--- src/rtl/inbuf_feed_pkg.sv ---
// Shared types and helpers for the input-buffer feed controller.
//   feed_state_e : controller FSM states
//   ptr_w()      : row-pointer width, at least 1 bit even for a single row
package inbuf_feed_pkg;

    typedef enum logic [2:0] {
        IDLE   = 3'd0,
        LOAD   = 3'd1,
        SETTLE = 3'd2,
        DRAIN  = 3'd3,
        DONE   = 3'd4
    } feed_state_e;

    // Width of a pointer that indexes n rows.
    function automatic int unsigned ptr_w(input int unsigned n);
        return (n > 1) ? $clog2(n) : 1;
    endfunction

    // Width of a counter that must reach depth + rows - 1; never below kw + 1.
    function automatic int unsigned drain_w(input int unsigned depth, input int unsigned rows,
                                            input int unsigned kw);
        int unsigned w;
        w = $clog2(depth + rows);
        return (w > kw + 1) ? w : kw + 1;
    endfunction

endpackage

--- src/rtl/feed_rr_ptr.sv ---
// Round-robin row pointer for tile loading.
// Advances the row on each accepted beat, carries into the column on wrap,
// and flags the terminal beat (last row of column K-1).
//   clk, rstn : clock, async active-low reset
//   clr       : synchronous clear to row 0 / column 0
//   adv       : advance on an accepted beat
//   k_cur     : latched tile width K (>= 1 while advancing)
//   rptr      : current row pointer
//   last_c    : current beat is the final beat of the tile
module feed_rr_ptr
    import inbuf_feed_pkg::*;
#(
    parameter  int unsigned ROWS = 4,
    parameter  int unsigned KW   = 5,
    localparam int unsigned RW   = ptr_w(ROWS)
) (
    input  logic          clk,
    input  logic          rstn,
    input  logic          clr,
    input  logic          adv,
    input  logic [KW-1:0] k_cur,
    output logic [RW-1:0] rptr,
    output logic          last_c
);

    logic [KW-1:0] col;
    logic          row_wrap_c;

    assign row_wrap_c = (rptr == RW'(ROWS - 1));
    assign last_c     = row_wrap_c && (col == KW'(k_cur - KW'(1)));

    // Row pointer with column carry.
    always_ff @(posedge clk or negedge rstn) begin
        if (!rstn) begin
            rptr <= '0;
            col  <= '0;
        end else if (clr) begin
            rptr <= '0;
            col  <= '0;
        end else if (adv) begin
            if (row_wrap_c) begin
                rptr <= '0;
                col  <= col + KW'(1);
            end else begin
                rptr <= rptr + RW'(1);
            end
        end
    end

endmodule

--- src/rtl/inbuf_feed_ctrl.sv ---
// Input-buffer feed controller for one systolic-array edge.
// Loads a K-column tile (column-major, valid/ready) into ROWS skewing row
// buffers, waits one settle cycle, then drains all buffers in lock-step for
// K+ROWS-1 cycles so the array sees a diagonal wavefront. Pulses done per tile.
// Optional macro INBUF_FEED_CHECK_EN enables a sticky drain-end non-empty check
// on err; otherwise err is tied low. Port list is the same either way.
//   clk, rstn   : clock, async active-low reset
//   start/k_len : tile request, sampled in IDLE only (K clamped to DEPTH)
//   in_valid/in_ready/in_data : input beat stream
//   buf_write/buf_din  : registered one-hot write strobe + shared write data
//   buf_read/feed_valid: common read strobe / array-side valid
//   buf_empty   : per-row empty flags
//   busy, done, err : status
module inbuf_feed_ctrl
    import inbuf_feed_pkg::*;
#(
    parameter int unsigned ROWS  = 4,
    parameter int unsigned DW    = 8,
    parameter int unsigned DEPTH = 16,
    parameter int unsigned KW    = $clog2(DEPTH + 1)
) (
    input  logic            clk,
    input  logic            rstn,
    input  logic            start,
    input  logic [KW-1:0]   k_len,
    input  logic            in_valid,
    output logic            in_ready,
    input  logic [DW-1:0]   in_data,
    output logic [ROWS-1:0] buf_write,
    output logic [DW-1:0]   buf_din,
    output logic            buf_read,
    input  logic [ROWS-1:0] buf_empty,
    output logic            feed_valid,
    output logic            busy,
    output logic            done,
    output logic            err
);

    localparam int unsigned RW  = ptr_w(ROWS);
    localparam int unsigned DCW = drain_w(DEPTH, ROWS, KW);

    feed_state_e    state, state_nxt;
    logic [KW-1:0]  k_lat;
    logic [KW-1:0]  k_clamp_c;
    logic [DCW-1:0] dcnt;
    logic [DCW-1:0] drain_len_c;
    logic [RW-1:0]  rptr;
    logic           last_c;
    logic           start_acc_c;
    logic           beat_c;
    logic           drain_last_c;

    assign k_clamp_c    = (k_len > KW'(DEPTH)) ? KW'(DEPTH) : k_len;
    assign start_acc_c  = (state == IDLE) && start;
    assign beat_c       = in_valid && in_ready;
    assign drain_len_c  = DCW'(k_lat) + DCW'(ROWS - 1);
    assign drain_last_c = (dcnt == DCW'(drain_len_c - DCW'(1)));

    feed_rr_ptr #(
        .ROWS (ROWS),
        .KW   (KW)
    ) u_rr_ptr (
        .clk    (clk),
        .rstn   (rstn),
        .clr    (start_acc_c),
        .adv    (beat_c),
        .k_cur  (k_lat),
        .rptr   (rptr),
        .last_c (last_c)
    );

    // State register.
    always_ff @(posedge clk or negedge rstn) begin
        if (!rstn) begin
            state <= IDLE;
        end else begin
            state <= state_nxt;
        end
    end

    // Next state and state-decoded outputs.
    always_comb begin
        state_nxt  = state;
        in_ready   = 1'b0;
        buf_read   = 1'b0;
        feed_valid = 1'b0;
        busy       = 1'b1;
        done       = 1'b0;
        case (state)
            IDLE: begin
                busy = 1'b0;
                if (start) begin
                    state_nxt = (k_clamp_c == '0) ? DONE : LOAD;
                end
            end
            LOAD: begin
                in_ready = 1'b1;
                if (in_valid && last_c) begin
                    state_nxt = SETTLE;
                end
            end
            SETTLE: begin
                state_nxt = DRAIN;
            end
            DRAIN: begin
                buf_read   = 1'b1;
                feed_valid = 1'b1;
                if (drain_last_c) begin
                    state_nxt = DONE;
                end
            end
            DONE: begin
                done      = 1'b1;
                state_nxt = IDLE;
            end
            default: begin
                state_nxt = IDLE;
            end
        endcase
    end

    // Tile width latch.
    always_ff @(posedge clk or negedge rstn) begin
        if (!rstn) begin
            k_lat <= '0;
        end else if (start_acc_c) begin
            k_lat <= k_clamp_c;
        end
    end

    // Drain cycle counter, zero outside DRAIN.
    always_ff @(posedge clk or negedge rstn) begin
        if (!rstn) begin
            dcnt <= '0;
        end else if (state == DRAIN) begin
            dcnt <= dcnt + DCW'(1);
        end else begin
            dcnt <= '0;
        end
    end

    // Registered write strobe and data, one cycle behind the accepted beat.
    always_ff @(posedge clk or negedge rstn) begin
        if (!rstn) begin
            buf_write <= '0;
            buf_din   <= '0;
        end else if (beat_c) begin
            buf_write <= ROWS'(1) << rptr;
            buf_din   <= in_data;
        end else begin
            buf_write <= '0;
        end
    end

`ifdef INBUF_FEED_CHECK_EN
    // Sticky error: a buffer still holds data once the drain has finished.
    always_ff @(posedge clk or negedge rstn) begin
        if (!rstn) begin
            err <= 1'b0;
        end else if (start_acc_c) begin
            err <= 1'b0;
        end else if ((state == DONE) && (buf_empty != '1)) begin
            err <= 1'b1;
        end
    end
`else
    // Empty flags are only observed by the drain check.
    assign err = 1'b0 & (&buf_empty);
`endif

endmodule
--- config.mk ---
export PLATFORM = sky130hd
export DESIGN_NAME = inbuf_feed_ctrl
export DESIGN_NICKNAME = d
export VERILOG_FILES = /design/src/rtl/inbuf_feed_pkg.sv /design/src/rtl/feed_rr_ptr.sv /design/src/rtl/inbuf_feed_ctrl.sv
export SDC_FILE = /design/constraint.sdc
export NUM_CORES = 1
export LEC_CHECK = 0
export CORE_ASPECT_RATIO = 1.2
export CORE_MARGIN = 10
export CORE_UTILIZATION = 40
export DETAILED_ROUTE_END_ITERATION = 7
export GPL_ROUTABILITY_DRIVEN = 1
export GPL_TIMING_DRIVEN = 0
export PLACE_DENSITY = 0.66
export SLEW_MARGIN = 20
export SYNTH_ARGS = -nofsm -noshare
export SYNTH_HDL_FRONTEND = slang
export SYNTH_SLANG_ARGS = --single-unit
export TNS_END_PERCENT = 5
--- constraint.sdc ---
create_clock -name clk -period 3.8 [get_ports clk]
set_input_delay 0.38 -clock clk [delete_from_list [all_inputs] [get_ports clk]]
set_output_delay 0.38 -clock clk [all_outputs]
set_load 0.03 [all_outputs]
==> results of run 1 <==
synthesized netlist by cell type, drive strengths merged:
cell type,instances
and4bb,1
nor2b,1
nand3b,4
nor3,4
mux2i,1
xnor2,12
buf,9
nand4,4
o21a,1
nand3,5
a21oi,7
or2,1
o31ai,2
and2,6
conb,1
nor2,19
ha,10
xor2,7
or3,2
nand4b,1
nor3b,1
a311o,1
o21ai,5
inv,9
dfrtp,33
nand2,8
a31oi,2
mux2,8
clkbuf,1
a21boi,1
and2b,1
and3b,2
layer usage:
layer	global-route usage, %	share of wire [%]
met5	0	0
met4	5.29	2.3
met3	2.71	4.6
met2	16.9	50
met1	11.5	43
layout by cell type, fill, tap and decap left out, drive strengths merged, types with 5 or more instances in the layout:
| cell | n |
|---|---|
| nand3 | 5 |
| xor2 | 7 |
| buf | 11 |
| nand2 | 8 |
| xnor2 | 12 |
| dfrtp | 33 |
| ha | 10 |
| nor2 | 19 |
| a21oi | 7 |
| mux2 | 8 |
| clkdlybuf4s50 | 32 |
| clkbuf | 8 |
| inv | 9 |
| o21ai | 5 |
| and2 | 6 |
cell type report:
cell class / count / area, sq um / area share, %
multi-input cells: 118 / 835 / 36.2
flip-flops and latches: 33 / 826 / 35.9
repair buffers: 35 / 355 / 15.4
clock buffers: 7 / 86.3 / 3.75
well taps: 56 / 70.1 / 3.04
plain buffers: 10 / 66.3 / 2.88
inverters: 9 / 33.8 / 1.47
clock inverters: 1 / 30.0 / 1.30
critical path: stages, from the launching register on:
cell             delay, ns
dfrtp_1               0.32
buf_2                 0.16
nand2_1               0.06
or2_2                 0.27
clkbuf_1              0.20
inv_1                 0.14
buf_4                 0.11
clkdlybuf4s50_1       0.66
repair_timing:
action,4_1_cts,5_1_grt
hold buffers,1,0
resized for setup,0,0
endpoints found under the hold margin,2,0
registers in the layout, summed over array words and instances, names as in the netlist:
name           flops
buf_din            8
dcnt               6
k_lat              5
u_rr_ptr.col       5
buf_write          4
state              3
u_rr_ptr.rptr      2
stage by stage:
| step | std cells | setup slack (ns) | utilization [%] | area, sq um | total power [mW] |
|---|---|---|---|---|---|
| finish | 269 | 1.23 | 54.0 | 2300 | 1.68 |
| global route | 269 | 1.08 | 54.0 | 2300 | 1.82 |
| CTS | 269 | 1.20 | 54.0 | 2300 | 1.71 |
| detailed placement | 260 | 1.51 | 51.1 | 2180 | 1.37 |
| global placement | 259 | 1.53 | 50.7 | 2160 | 1.35 |
| floorplan | 170 | 2.06 | - | 1760 | 1.09 |
kinds of logic after synthesis:
kind of cell / after synthesis / synth area share (%)
flip-flops: 33 / 46.9
buffers and inverters: 19 / 5.68
XOR/XNOR: 19 / 9.45
AO/OA/AOI/OAI: 19 / 6.75
other: 1 / 0.213
adder cells (fa/ha/maj): 10 / 7.11
AND/OR/NAND/NOR: 60 / 18.2
multiplexers: 9 / 5.69
report_power, final:
part	internal (mW)	switching (mW)
Clock	0.214	0.120
Sequential	0.460	0.0882
Combinational	0.376	0.422
Total	1.05	0.630
worst paths after layout:
kind                       startpoint         end  slack, ns  cells past startpoint
max                          state[0]  feed_valid       1.23                      7
min                              rstn  buf_din[5]       0.44                      2
max reg2reg                  k_lat[2]    state[1]       1.96                      6
min reg2reg                buf_din[5]  buf_din[5]       0.50                      1
max in group asynchronous        rstn    k_lat[4]       3.00                      3
min in group clk           buf_din[5]  buf_din[5]       0.50                      1
==> summary.md, run 1 <==
| Metric | Value |
|---|---|
| Post-synthesis sequential area ratio | `46.9%` |
| Top-Level Pins | `39` |
| Share of cells above drive strength 1 | `13.6%` |
| Initial Util | `41.3%` |
| Fillcell total | `381` |
| Mapped cell area | `1760 sq um` |
| Die area | `7470 sq um` |
| Largest cells by area after synthesis | `dfrtp_1 47%, ha_1 7.1%, xnor2_1 6.0%` |
| Fmax | `389 MHz` |
| CP Capture Type | `primary output` |
| Global-route wire length before repair | `5990 microns` |
| TritonCTS clock tree | `built` |
| Die Ht | `92.7 microns` |
| Kind of critical path | `flop to primary output` |
| Hold Slack | `0.442 ns` |
| Row count | `26` |
| Initial DRC count | `41` |
| Setup-failing EPs final | `0` |
| Worst skew pair latency | `0.28 ns` |
| Via density | `4.70` |
| Largest area contributor in the netlist | `dfrtp_1` |
| CTS clock-pin slew for the worst setup and hold paths | `0.07 ns` |
| Max-cap check violation count | `0` |
| Clock buffer count from CTS | `5` |
| Total routed wirelength | `3440 microns` |
| Placeable core area | `4260 sq um` |
| YS warnings | `0` |
| Ant. Diodes | `0` |
| # port buffers | `33` |
| Vias post-DR | `1263` |
| Status | `completed` |
| Largest net degree at the start of global routing | `32` |
| Fin. max-slew vios | `0` |
| Vias in the first global route | `1284` |
| Data required, critical path | `3.42 ns` |
| Setup Fix Bufs, Post-CTS | `0` |
| HP Class | `input port to async pin` |
| CTS max path bufs | `2` |
| RSZ-0062 raised after global routing | `false` |
| Total Routing Usage GR | `10.1%` |
| Clk sinks | `33` |
| Cell variety after synth | `37` |
| Root Buffer | `clkbuf_8` |
| Clk_skew | `0.00573 ns` |
| GP Congestion | `0.743` |
| DR pass1 iterations | `4` |
| Die extent in x | `80.6 microns` |
| Fin crit share | `67.7%` |
| Syn nets | `201` |
| Post-DRT Antenna Nets | `0` |
| Startpoint types | `flop` |
| Register bit total from synthesis | `33` |
| Grt ovf | `0` |
| Power Density | `730 nW/um^2` |
| Initial antenna violation count | `0` |
| Peak VDD IR | `232 uV` |
| H-Tree Depth | `2` |
| Layout Nets | `243` |
| Top-area cell type share of the netlist area | `46.9%` |
| Leakage power | `1.03 nW` |
| Fin crit period | `2.57 ns` |
| Hold Violations, Final | `0` |
| DRC Markers | `0` |
| WP data arrival | `2.19 ns` |
| Hpwl dp | `2650 microns` |
| Synth Instances | `170` |
| Wire length per cell | `12.8 microns` |
| Worst-path maximum fanout | `8` |
| Final setup TNS | `0 ns` |
| Area grow syn2layout | `30.8%` |
| Avg Synthesized Cell Area | `10.4 sq um` |
Power figures use the tool's default switching activity.
==> run 2: changes to the inputs <==
--- a/config.mk
+++ b/config.mk
@@ -11,7 +11,7 @@
 export DETAILED_ROUTE_END_ITERATION = 7
 export GPL_ROUTABILITY_DRIVEN = 1
 export GPL_TIMING_DRIVEN = 0
-export PLACE_DENSITY = 0.66
+export PLACE_DENSITY = 0.68
 export SLEW_MARGIN = 20
 export SYNTH_ARGS = -nofsm -noshare
 export SYNTH_HDL_FRONTEND = slang
==> constraint.sdc (replaced) <==
create_clock -name clk -period 2.2 [get_ports clk]
set_input_delay 0.22 -clock clk [delete_from_list [all_inputs] [get_ports clk]]
set_output_delay 0.22 -clock clk [all_outputs]
set_load 0.03 [all_outputs]
==> run 2 against run 1 <==
  * First-iteration DRC count rose by 66%
  * Largest power group unchanged
  * Non-clock buffer count did not move
  * Wire length rose by 1.5%
  * Sequential share of layout area rose by 0.57 points
  * Clock power rose by 32%
  * Flip-flop and latch count did not move
  * Combinational power rose by 70%
  * Register-to-register slack got worse by 1.6 ns
  * Highest routed layer unchanged
==> summary.md, run 2 (synthesized netlist as in run 1, its figures left out) <==
| Metric | Value |
|---|---|
| Critical path cell sequence | `buf_2 > nand2_1 > or2_2 > clkbuf_1 > inv_1 > dlygate4sd2_1` |
| CTS max path bufs | `2` |
| Global-route wire length before repair | `5900 microns` |
| Top flop regs | `buf_din x8, dcnt x6` |
| Layout Nets | `243` |
| Crit-path max cell delay | `0.41 ns` |
| Fmax | `488 MHz` |
| Number of flip-flops under the largest register name | `8` |
| Placed cells | `260` |
| Fin crit period | `2.05 ns` |
| Area grow syn2layout | `28.7%` |
| Vias in the first global route | `1269` |
| GP Congestion | `0.761` |
| Die Ht | `92.7 microns` |
| Die area | `7470 sq um` |
| Fillcell total | `387` |
| Hpwl dp | `2620 microns` |
| FF+latch area | `826 sq um` |
| Share of cells above drive strength 1 | `14.6%` |
| Ant. Diodes | `0` |
| Clock buffer count from CTS | `5` |
| Initial antenna violation count | `0` |
| Row count | `26` |
| H-Tree Depth | `2` |
| Worst skew pair latency | `0.28 ns` |
| Leakage power | `1.02 nW` |
| Worst-path maximum fanout | `8` |
| RSZ-0062 raised after global routing | `false` |
| Power Density | `1210 nW/um^2` |
| Clk_skew | `0.00382 ns` |
| Fin crit share | `93.1%` |
| HP Class | `input port to async pin` |
| Total Routing Usage GR | `9.86%` |
| Initial Util | `41.3%` |
| WP data arrival | `1.83 ns` |
| DRC Markers | `0` |
| Placeable core area | `4260 sq um` |
| DR pass1 iterations | `4` |
| Critical R2R Capture | `state[0]` |
| Grt ovf | `0` |
| Post-route insts no fill | `269` |
| Largest net degree at the start of global routing | `32` |
| Most flop-heavy register | `buf_din` |
| Initial DRC count | `68` |
| Data required, critical path | `1.98 ns` |
| Fin. max-slew vios | `0` |
| RR Startpoint | `k_lat[2]` |
| Root Buffer | `clkbuf_8` |
| CP delay by family, top | `buffers and inverters` |
| Via density | `4.75` |
| Vias post-DR | `1277` |
| Reg-to-reg setup timing slack | `0.41 ns` |
| Kind of critical path | `flop to primary output` |
| Post-DRT Antenna Nets | `0` |
| Final setup TNS | `0 ns` |
| Status | `completed` |
| Clk sinks | `33` |
| Max-cap check violation count | `0` |
| Startpoint types | `flop` |
| Critical path's slowest cell | `dlygate4sd2_1` |
| Setup-failing EPs final | `0` |
| Hold Violations, Final | `0` |
| Total routed wirelength | `3490 microns` |
| Multi-input gate area | `835 sq um` |
| TritonCTS clock tree | `built` |
| Most frequent cells in the layout | `33 x dfrtp_1, 30 x clkdlybuf4s50_1, 19 x nor2_1` |
| R2R cell count | `6` |
| CP Buf/Inv Count | `4` |
| Top-Level Pins | `39` |
| Die extent in x | `80.6 microns` |
| CTS clock-pin slew for the worst setup and hold paths | `0.07 ns` |
| CP Capture Type | `primary output` |
| Commonest non-fill, non-tap cell in the layout | `dfrtp_1` |
| # port buffers | `33` |
| Wire length per cell | `13.0 microns` |
| Peak VDD IR | `365 uV` |
## run 2: changes by cell type in the layout (fill, tap and decap cells not counted)
| cell | previous run | this run |
|---|---|---|
| bufinv_16 | 1 | 0 |
| clkbuf_1 | 2 | 1 |
| clkbuf_2 | 0 | 1 |
| clkbuf_8 | 6 | 5 |
| clkdlybuf4s50_1 | 32 | 30 |
| clkinv_2 | 0 | 2 |
| clkinvlp_4 | 0 | 1 |
| dlygate4sd2_1 | 0 | 1 |
## run 2: metal layers
| layer | track usage [%] | routed length, microns | part of all wire (%) | vias up |
|---|---|---|---|---|
| met5 | 0 | 0 | 0 | - |
| met4 | 5.29 | 67 | 1.9 | 0 |
| met3 | 2.51 | 166 | 4.8 | 6 |
| met2 | 16.2 | 1750 | 50 | 25 |
| met1 | 11.4 | 1500 | 43 | 602 |
| li1 | - | - | - | 644 |
## run 2: through the flow
step                setup slack [ns]  hold WS (ns)  util [%]  instance area, sq um  power, mW
CTS                           0.0268         0.269      53.3                  2270       2.80
finish                         0.151         0.278      53.2                  2270       2.75
global route                 0.00548         0.280      53.2                  2270       2.98
global placement              0.0731         0.488      50.7                  2160       2.33
floorplan                      0.611       -0.0756         -                  1760       1.89
detailed placement            0.0748        0.0295      51.1                  2180       2.36
## run 2: area by class of cell
cell class | count | share of cell area (%)
multi-input combinational | 118 | 36.8
tap | 56 | 3.09
clock inverter | 3 | 0.773
sequential | 33 | 36.4
timing repair buffer | 35 | 15.4
buffer | 10 | 2.93
inverter | 9 | 1.49
clock buffer | 5 | 3.04
## run 2: power breakdown
part	switching [mW]	internal, mW
Sequential	0.156	0.794
Clock	0.223	0.218
Combinational	0.725	0.634
## run 2: worst max-delay path by stage
stage | startpoint | end | slack, ns | cells past startpoint
3_5_place_dp | state[0] | feed_valid | 0.07 | 7
6_report | state[0] | buf_read | 0.15 | 6
3_3_place_gp | state[0] | feed_valid | 0.07 | 7
2_1_floorplan | k_lat[1] | state[2] | 0.61 | 6
5_1_grt | state[0] | buf_read | 0.005 | 6
4_1_cts | state[0] | feed_valid | 0.03 | 7
## run 2: timing repair
item,4_1_cts,5_1_grt
cloned,0,0
gates resized for setup,2,2
setup buffers,0,0
hold buffers,1,0
endpoints found under the hold margin,33,0
setup endpoints to repair,2,1
